**src/rtl/fir_tap_bram_arbiter.sv**
```systemverilog
// rtl/fir_tap_bram_arbiter.sv - single-port FIR tap BRAM arbiter between cfg and engine requesters
module fir_tap_bram_arbiter #(
  parameter int pADDR_WIDTH = 12,
  parameter int pDATA_WIDTH = 32,
  parameter int Tape_Num    = 11,
  parameter int MAX_WAIT    = 4
) (
  input  logic                   axis_clk,
  input  logic                   axis_rst,
  input  logic                   cfg_req_valid,
  output logic                   cfg_req_ready,
  input  logic                   cfg_req_we,
  input  logic [pADDR_WIDTH-1:0] cfg_req_addr,
  input  logic [pDATA_WIDTH-1:0] cfg_req_wdata,
  output logic                   cfg_rsp_valid,
  output logic [pDATA_WIDTH-1:0] cfg_rsp_rdata,
  input  logic                   eng_req_valid,
  output logic                   eng_req_ready,
  input  logic                   eng_req_we,
  input  logic [pADDR_WIDTH-1:0] eng_req_addr,
  input  logic [pDATA_WIDTH-1:0] eng_req_wdata,
  output logic                   eng_rsp_valid,
  output logic [pDATA_WIDTH-1:0] eng_rsp_rdata,
  input  logic                   eng_lock,
  output logic                   addr_err,
  output logic [3:0]             bram_WE,
  output logic                   bram_EN,
  output logic [pDATA_WIDTH-1:0] bram_Di,
  output logic [pADDR_WIDTH-1:0] bram_A,
  input  logic [pDATA_WIDTH-1:0] bram_Do
);

  localparam int WCW = $clog2(MAX_WAIT + 1);
  localparam logic [WCW-1:0] WAIT_SAT = WCW'(MAX_WAIT);
  localparam logic [pADDR_WIDTH-1:0] ADDR_LIMIT = pADDR_WIDTH'(4 * Tape_Num);

  logic           lock_q, lock_d;
  logic [WCW-1:0] wait_cnt_q, wait_cnt_d;
  logic           rsp_pending_q, rsp_pending_d;
  logic           rsp_owner_q, rsp_owner_d;
  logic           rsp_zero_q, rsp_zero_d;
  logic           addr_err_q, addr_err_d;

  logic                   gnt_cfg, gnt_eng, granted, in_range, access;
  logic                   sel_we;
  logic [pADDR_WIDTH-1:0] sel_addr;
  logic [pDATA_WIDTH-1:0] sel_wdata;
  logic                   rsp_live;

  // Lock outranks the starvation guard; a locked port idles rather than serving cfg.
  always_comb begin
    gnt_cfg = 1'b0;
    gnt_eng = 1'b0;
    if (!axis_rst) begin
      if (lock_q)                                    gnt_eng = eng_req_valid;
      else if (cfg_req_valid && wait_cnt_q == WAIT_SAT) gnt_cfg = 1'b1;
      else if (eng_req_valid)                        gnt_eng = 1'b1;
      else if (cfg_req_valid)                        gnt_cfg = 1'b1;
    end
  end

  assign cfg_req_ready = gnt_cfg;
  assign eng_req_ready = gnt_eng;
  assign granted       = gnt_cfg | gnt_eng;
  assign sel_we        = gnt_eng ? eng_req_we    : cfg_req_we;
  assign sel_addr      = gnt_eng ? eng_req_addr  : cfg_req_addr;
  assign sel_wdata     = gnt_eng ? eng_req_wdata : cfg_req_wdata;
  assign in_range      = (sel_addr < ADDR_LIMIT) && (sel_addr[1:0] == 2'b00);
  assign access        = granted && in_range;

  assign bram_EN = access;
  assign bram_WE = (access && sel_we) ? 4'hF : 4'h0;
  assign bram_A  = access ? sel_addr : '0;
  assign bram_Di = (access && sel_we) ? sel_wdata : '0;

  always_comb begin
    lock_d = lock_q;
    if (gnt_eng) lock_d = eng_lock;

    wait_cnt_d = wait_cnt_q;
    if (!cfg_req_valid || gnt_cfg)          wait_cnt_d = '0;
    else if (!lock_q && wait_cnt_q != WAIT_SAT) wait_cnt_d = wait_cnt_q + 1'b1;

    rsp_pending_d = granted && !sel_we;
    rsp_owner_d   = gnt_eng;
    rsp_zero_d    = !in_range;
    addr_err_d    = granted && !in_range;
  end

  always_ff @(posedge axis_clk) begin
    if (axis_rst) begin
      lock_q        <= 1'b0;
      wait_cnt_q    <= '0;
      rsp_pending_q <= 1'b0;
      rsp_owner_q   <= 1'b0;
      rsp_zero_q    <= 1'b0;
      addr_err_q    <= 1'b0;
    end else begin
      lock_q        <= lock_d;
      wait_cnt_q    <= wait_cnt_d;
      rsp_pending_q <= rsp_pending_d;
      rsp_owner_q   <= rsp_owner_d;
      rsp_zero_q    <= rsp_zero_d;
      addr_err_q    <= addr_err_d;
    end
  end

  // Reset in the response cycle suppresses the pulse so nothing leaks across reset.
  assign rsp_live      = rsp_pending_q && !axis_rst;
  assign cfg_rsp_valid = rsp_live && !rsp_owner_q;
  assign eng_rsp_valid = rsp_live && rsp_owner_q;
  assign cfg_rsp_rdata = (cfg_rsp_valid && !rsp_zero_q) ? bram_Do : '0;
  assign eng_rsp_rdata = (eng_rsp_valid && !rsp_zero_q) ? bram_Do : '0;
  assign addr_err      = addr_err_q && !axis_rst;

endmodule

```
**config.mk**
```make
export PLATFORM = sky130hd
export DESIGN_NAME = fir_tap_bram_arbiter
export DESIGN_NICKNAME = d
export VERILOG_FILES = /design/src/rtl/fir_tap_bram_arbiter.sv
export SDC_FILE = /design/constraint.sdc
export NUM_CORES = 1
export LEC_CHECK = 0
export BUFFER_PORTS_ARGS = -buffer_cell sky130_fd_sc_hd__buf_4
export CORE_AREA = 3 3 93 95
export DETAILED_ROUTE_END_ITERATION = 6
export DIE_AREA = 0 0 96 98
export PLACE_DENSITY = 0.59
export SYNTH_ARGS = -nofsm -noshare
export SYNTH_HDL_FRONTEND = slang
export SYNTH_SLANG_ARGS = --single-unit
```
**constraint.sdc**
```tcl
create_clock -name axis_clk -period 2.9 [get_ports axis_clk]
set_input_delay 0.58 -clock axis_clk [delete_from_list [all_inputs] [get_ports axis_clk]]
set_output_delay 0.58 -clock axis_clk [all_outputs]
set_load 0.005 [all_outputs]
```
# After elaboration in Yosys (flattened, before gate mapping)

Cells that the tools add are included.

Bits of input ports: 127
Logic and storage cells: 51
Bits in registers: 8

Bitwise gates (word level): 1
Reduce and logical (&&, ||, !) cells: 23
Magnitude comparators: 1
Eq/ne operators: 2
Mux-type cells: 17
Add/subtract/negate cells: 1

Operators by type and width:

| cell                | number |
|---|---|
| $mux 32             | 4 |
| $mux 12             | 2 |
| $logic_and 1x1->1   | 13 |
| $lt 12x6->1 const B | 1 |
| $mux 1              | 10 |
| $logic_not 1->1     | 7 |
| $mux 4              | 1 |
| $add 3x1->3 const B | 1 |
| $eq 3x3->1 const B  | 1 |
| $ne 3x3->1 const B  | 1 |
| $logic_not 2->1     | 1 |
| $reduce_or 2->1     | 1 |
| $logic_or 1x1->1    | 1 |
| $or 1x1->1          | 1 |

# Longest topological paths before layout

Word-level depth: 11
Mapped depth: 9

# Worst setup path before layout

Ideal clock, no wire load.

Path type: input to output
Start: input port eng_req_addr[11]
End: output port bram_WE[1]
Cell stages on the path: 6
Arrival: 2.145 ns
Setup slack: 0.175 ns
Path buffers: 2
Cells stage by stage: or4_4 -> a211oi_4 -> buf_6 -> nand2_1 -> a21oi_1 -> buf_4

Longest elaborated chain between the ends: 6

RTL lines:

| item              | RTL line | source |
|---|---|---|
| from (decl)       | 20       | `input logic [pADDR_WIDTH-1:0] eng_req_addr,` |
| $mux 12           | 66       | `assign sel_addr = gnt_eng ? eng_req_addr : cfg_req_addr;` |
| $lt 12x6->1       | 68       | `assign in_range = (sel_addr < ADDR_LIMIT) && (sel_addr[1:0] == 2'b00);` |
| $logic_and 1x1->1 | 68       |  |
| $logic_and 1x1->1 | 69       | `assign access = granted && in_range;` |
| $logic_and 1x1->1 | 72       | `assign bram_WE = (access && sel_we) ? 4'hF : 4'h0;` |
| $mux 4            | 72       |  |
| to (decl)         | 26       | `output logic [3:0] bram_WE,` |

Every way passes these cells.

# Worst setup path in the final report

Start: input port eng_req_addr[11]
End: output port bram_Di[25]

Longest elaborated chain between the ends: 6

RTL lines:

| item              | RTL line | source |
|---|---|---|
| $mux 12           | 66       |  |
| $lt 12x6->1       | 68       |  |
| $logic_and 1x1->1 | 68       |  |
| $logic_and 1x1->1 | 69       |  |
| $logic_and 1x1->1 | 74       | `assign bram_Di = (access && sel_we) ? sel_wdata : '0;` |
| $mux 32           | 74       |  |
| to (decl)         | 28       | `output logic [pDATA_WIDTH-1:0] bram_Di,` |

Every way passes these cells.

==> summary.txt <==
LOGIC SYNTHESIS
-------------------------------------------------------------------------------
Top post-synthesis cells by area                                   sky130_fd_sc_hd__and2_1 24%, sky130_fd_sc_hd__nand3_1 18%, sky130_fd_sc_hd__dfxtp_1 9.3%
Cells after synthesis                                                       254
Synthesized flop and latch total                                              8
Yosys top cell area share                                                 23.7%
Post-synthesis instance area                                           1710 µm²
Fraction of the yosys area taken by sequential cells                      9.35%
Number of different library cells in the post-synthesis netlist              36
Ys Warns                                                                      0
Post-synthesis area per instance                                       6.74 µm²
Post-synth top area cell                                           sky130_fd_sc_hd__and2_1

HOLD PATH
-------------------------------------------------------------------------------
Min-Delay Path Class                                                    reg2reg

FINAL LAYOUT
-------------------------------------------------------------------------------
Final std cell area, no fill                                           3560 µm²
Area Growth Syn to Fin                                                     108%
Highest-count cells in the layout ignoring fill and taps           243 x sky130_fd_sc_hd__buf_4, 65 x sky130_fd_sc_hd__and2_1, 63 x sky130_fd_sc_hd__nand3_1
Most common cell after layout, fill and taps aside                 sky130_fd_sc_hd__buf_4
Share of layout cells above drive strength 1                              57.1%
Fill count                                                                  804
Final-stage net count                                                       609
Post-route non-filler standard cell count                                   580
Number of antenna cells inserted                                              0
Fin util                                                                  45.6%

CLOCKING
-------------------------------------------------------------------------------
Bufs on Longest Clock Path                                                    2
Count of clock tree sinks                                                     8
TritonCTS clock tree                                                        yes
Cells resized by post-CTS repair                                              0
CTS root buffer                                                    sky130_fd_sc_hd__clkbuf_8
Hold-fix buffers at CTS                                                       0
Later-pin clock latency in the skew report                              0.22 ns
Clock transition at the registers of the reported paths                 0.04 ns
Post-CTS Setup Inserts                                                        0
H-tree depth                                                                  1
Cts bufs inserted                                                             3

STATUS
-------------------------------------------------------------------------------
Result of the run                                                     completed

DRT
-------------------------------------------------------------------------------
Vias                                                                       2692
DRC violations left                                                           0
Total length of routed wires                                            8.75 mm
Post-detailed-route via-to-cell ratio                                      4.64
Remaining antenna violation count after routing                               0
Detailed-routing iteration count for the pre-antenna-repair pass              4
Average detailed-routed wire length per instance                        15.1 µm
Detailed Route Iter0 Violations                                              56

WORST SETUP PATH
-------------------------------------------------------------------------------
Required time at the worst-slack endpoint                               2.32 ns
Type of the worst setup path                                             in2out
Worst EP arrival                                                        2.23 ns
Crit. End Element                                                  primary output
Max Fanout on Critical Path                                                  31
Crit start category                                                primary input

FLOORPLANNING
-------------------------------------------------------------------------------
Initial cell density of the core                                          21.9%
Row count                                                                    32
Core Footprint                                                         7810 µm²
I/O pin count                                                               245
Die width                                                                 96 µm
Overall die area                                                       9410 µm²
Die Y-Extent                                                              98 µm

PLACE
-------------------------------------------------------------------------------
Placed cells                                                                577
Setup WS pre-CTS                                                      0.0857 ns
Final weighted congestion in routability-driven placement                 0.747
Post-Place Cell Area                                                   3510 µm²
Number of input and output port buffers inserted                            236
Final HPWL DP                                                           7.36 mm

TIMING
-------------------------------------------------------------------------------
Final TNS setup                                                            0 ns
Hold Vio Cnt, Final                                                           0
Setup-violating endpoint count in the final report                            0
Fmax                                                                    355 MHz
Unrepaired setup endpoints after global routing                           false
Fin crit share                                                            97.0%
Fin Clk Skew                                                         0.00106 ns
Tmin final                                                              2.81 ns
Total count of max-transition violations in the final report                  0
Post-route worst setup slack                                          0.0858 ns

PWR
-------------------------------------------------------------------------------
Static Leak                                                             1.73 nW
Worst IR Drop VDD                                                     0.0906 mV
Power density over the cells                                         134 nW/µm²

GLOBAL ROUTING
-------------------------------------------------------------------------------
Global-route total usage across every layer                               17.0%
First-pass GRT wire length                                              12.8 mm
Total overflow reported by the global router                                  0
Initial antenna violation count                                               0
Pin count of the biggest net entering global routing                         37
Number of global-route vias before repair                                  2561

FLOW RUN
-------------------------------------------------------------------------------
Number of violations of the max-capacitance limit                             0

-- cells in the mapped netlist --
cell	count
sky130_fd_sc_hd__and2_1	65
sky130_fd_sc_hd__nand3_1	63
sky130_fd_sc_hd__a21oi_1	20
sky130_fd_sc_hd__a21oi_2	16
sky130_fd_sc_hd__buf_4	12
sky130_fd_sc_hd__clkbuf_1	10
sky130_fd_sc_hd__dfxtp_1	8
sky130_fd_sc_hd__buf_6	6
sky130_fd_sc_hd__inv_1	5
sky130_fd_sc_hd__nand2_1	5
sky130_fd_sc_hd__a22o_1	4
sky130_fd_sc_hd__nor2b_1	4
sky130_fd_sc_hd__buf_2	3
sky130_fd_sc_hd__nor2_1	3
sky130_fd_sc_hd__a211oi_4	2
sky130_fd_sc_hd__a21o_1	2
sky130_fd_sc_hd__ha_1	2
sky130_fd_sc_hd__nand2b_1	2
sky130_fd_sc_hd__nor3b_1	2
sky130_fd_sc_hd__o22ai_1	2
sky130_fd_sc_hd__or4_1	2
sky130_fd_sc_hd__or4_4	2
sky130_fd_sc_hd__a211o_1	1
sky130_fd_sc_hd__a22oi_2	1
sky130_fd_sc_hd__and2_2	1
sky130_fd_sc_hd__and3b_1	1
sky130_fd_sc_hd__clkbuf_8	1
sky130_fd_sc_hd__conb_1	1
sky130_fd_sc_hd__inv_2	1
sky130_fd_sc_hd__nand3_2	1
sky130_fd_sc_hd__nand4b_1	1
sky130_fd_sc_hd__nor3_1	1
sky130_fd_sc_hd__nor4bb_1	1
sky130_fd_sc_hd__o21ai_0	1
sky130_fd_sc_hd__o31ai_1	1
sky130_fd_sc_hd__xnor2_1	1
-- cells by family after synthesis --
family / after synthesis / share of synthesized area, %
AO/OA/AOI/OAI: 50 / 22.0
buffers and inverters: 38 / 14.4
other: 1 / 0.219
adder cells (fa/ha/maj): 2 / 1.46
XOR/XNOR: 1 / 0.511
AND/OR/NAND/NOR: 154 / 52.1
flip-flops: 8 / 9.35
-- where the power goes --
group / leakage, nW / internal, mW / total, mW / switching (mW)
Sequential: 0.0661 / 0.117 / 0.120 / 0.00374
Combinational: 1.65 / 0.140 / 0.227 / 0.0871
Clock: 0.0216 / 0.0894 / 0.128 / 0.0384
Total: 1.73 / 0.346 / 0.476 / 0.129
-- final cells by class --
| class | instances | area [µm²] | area share (%) |
|---|---|---|---|
| repair buffers | 246 | 1880 | 52.7 |
| multi-input cells | 215 | 1330 | 37.4 |
| flip-flops and latches | 8 | 160 | 4.50 |
| well taps | 102 | 128 | 3.59 |
| clock buffers | 3 | 41.3 | 1.16 |
| inverters | 6 | 22.5 | 0.633 |
-- critical path, cell delays in order --
cell and delay, ns:
sky130_fd_sc_hd__buf_4 0.11, sky130_fd_sc_hd__or4_4 0.54, sky130_fd_sc_hd__a211oi_4 0.25, sky130_fd_sc_hd__buf_12 0.21, sky130_fd_sc_hd__buf_4 0.16, sky130_fd_sc_hd__nand3_1 0.09, sky130_fd_sc_hd__a21oi_2 0.15, sky130_fd_sc_hd__buf_4 0.12
-- flip-flops by register name, indices dropped and copies added (netlist names) --
name,count
addr_err_q,1
lock_q,1
rsp_owner_q,1
rsp_pending_q,1
rsp_zero_q,1
wait_cnt_q,3
-- per-layer routing --
metal  routed length (µm)  vias up  track usage [%]
li1                     -     1308                -
met2                 4650      166             32.7
met4                  196        0             5.36
met1                 2820     1206             17.1
met3                 1080       12             4.47
met5                    0        -                0
-- through the flow --
| step | total power, mW | hold slack (ns) |
|---|---|---|
| floorplan | 0.190 | 0.488 |
| global placement | 0.347 | 0.528 |
| detailed placement | 0.350 | 0.527 |
| CTS | 0.482 | 0.537 |
| global route | 0.505 | 0.556 |
| finish | 0.476 | 0.535 |
-- worst paths after layout --
path                     from     endpoint  cells after the start  slack (ns)
max          eng_req_addr[11]  bram_Di[25]                      8        0.09
min                    lock_q       lock_q                      2        0.53
max reg2reg     wait_cnt_q[0]   rsp_zero_q                      7        1.26
min reg2reg            lock_q       lock_q                      2        0.53
Power figures use the tool's default switching activity.
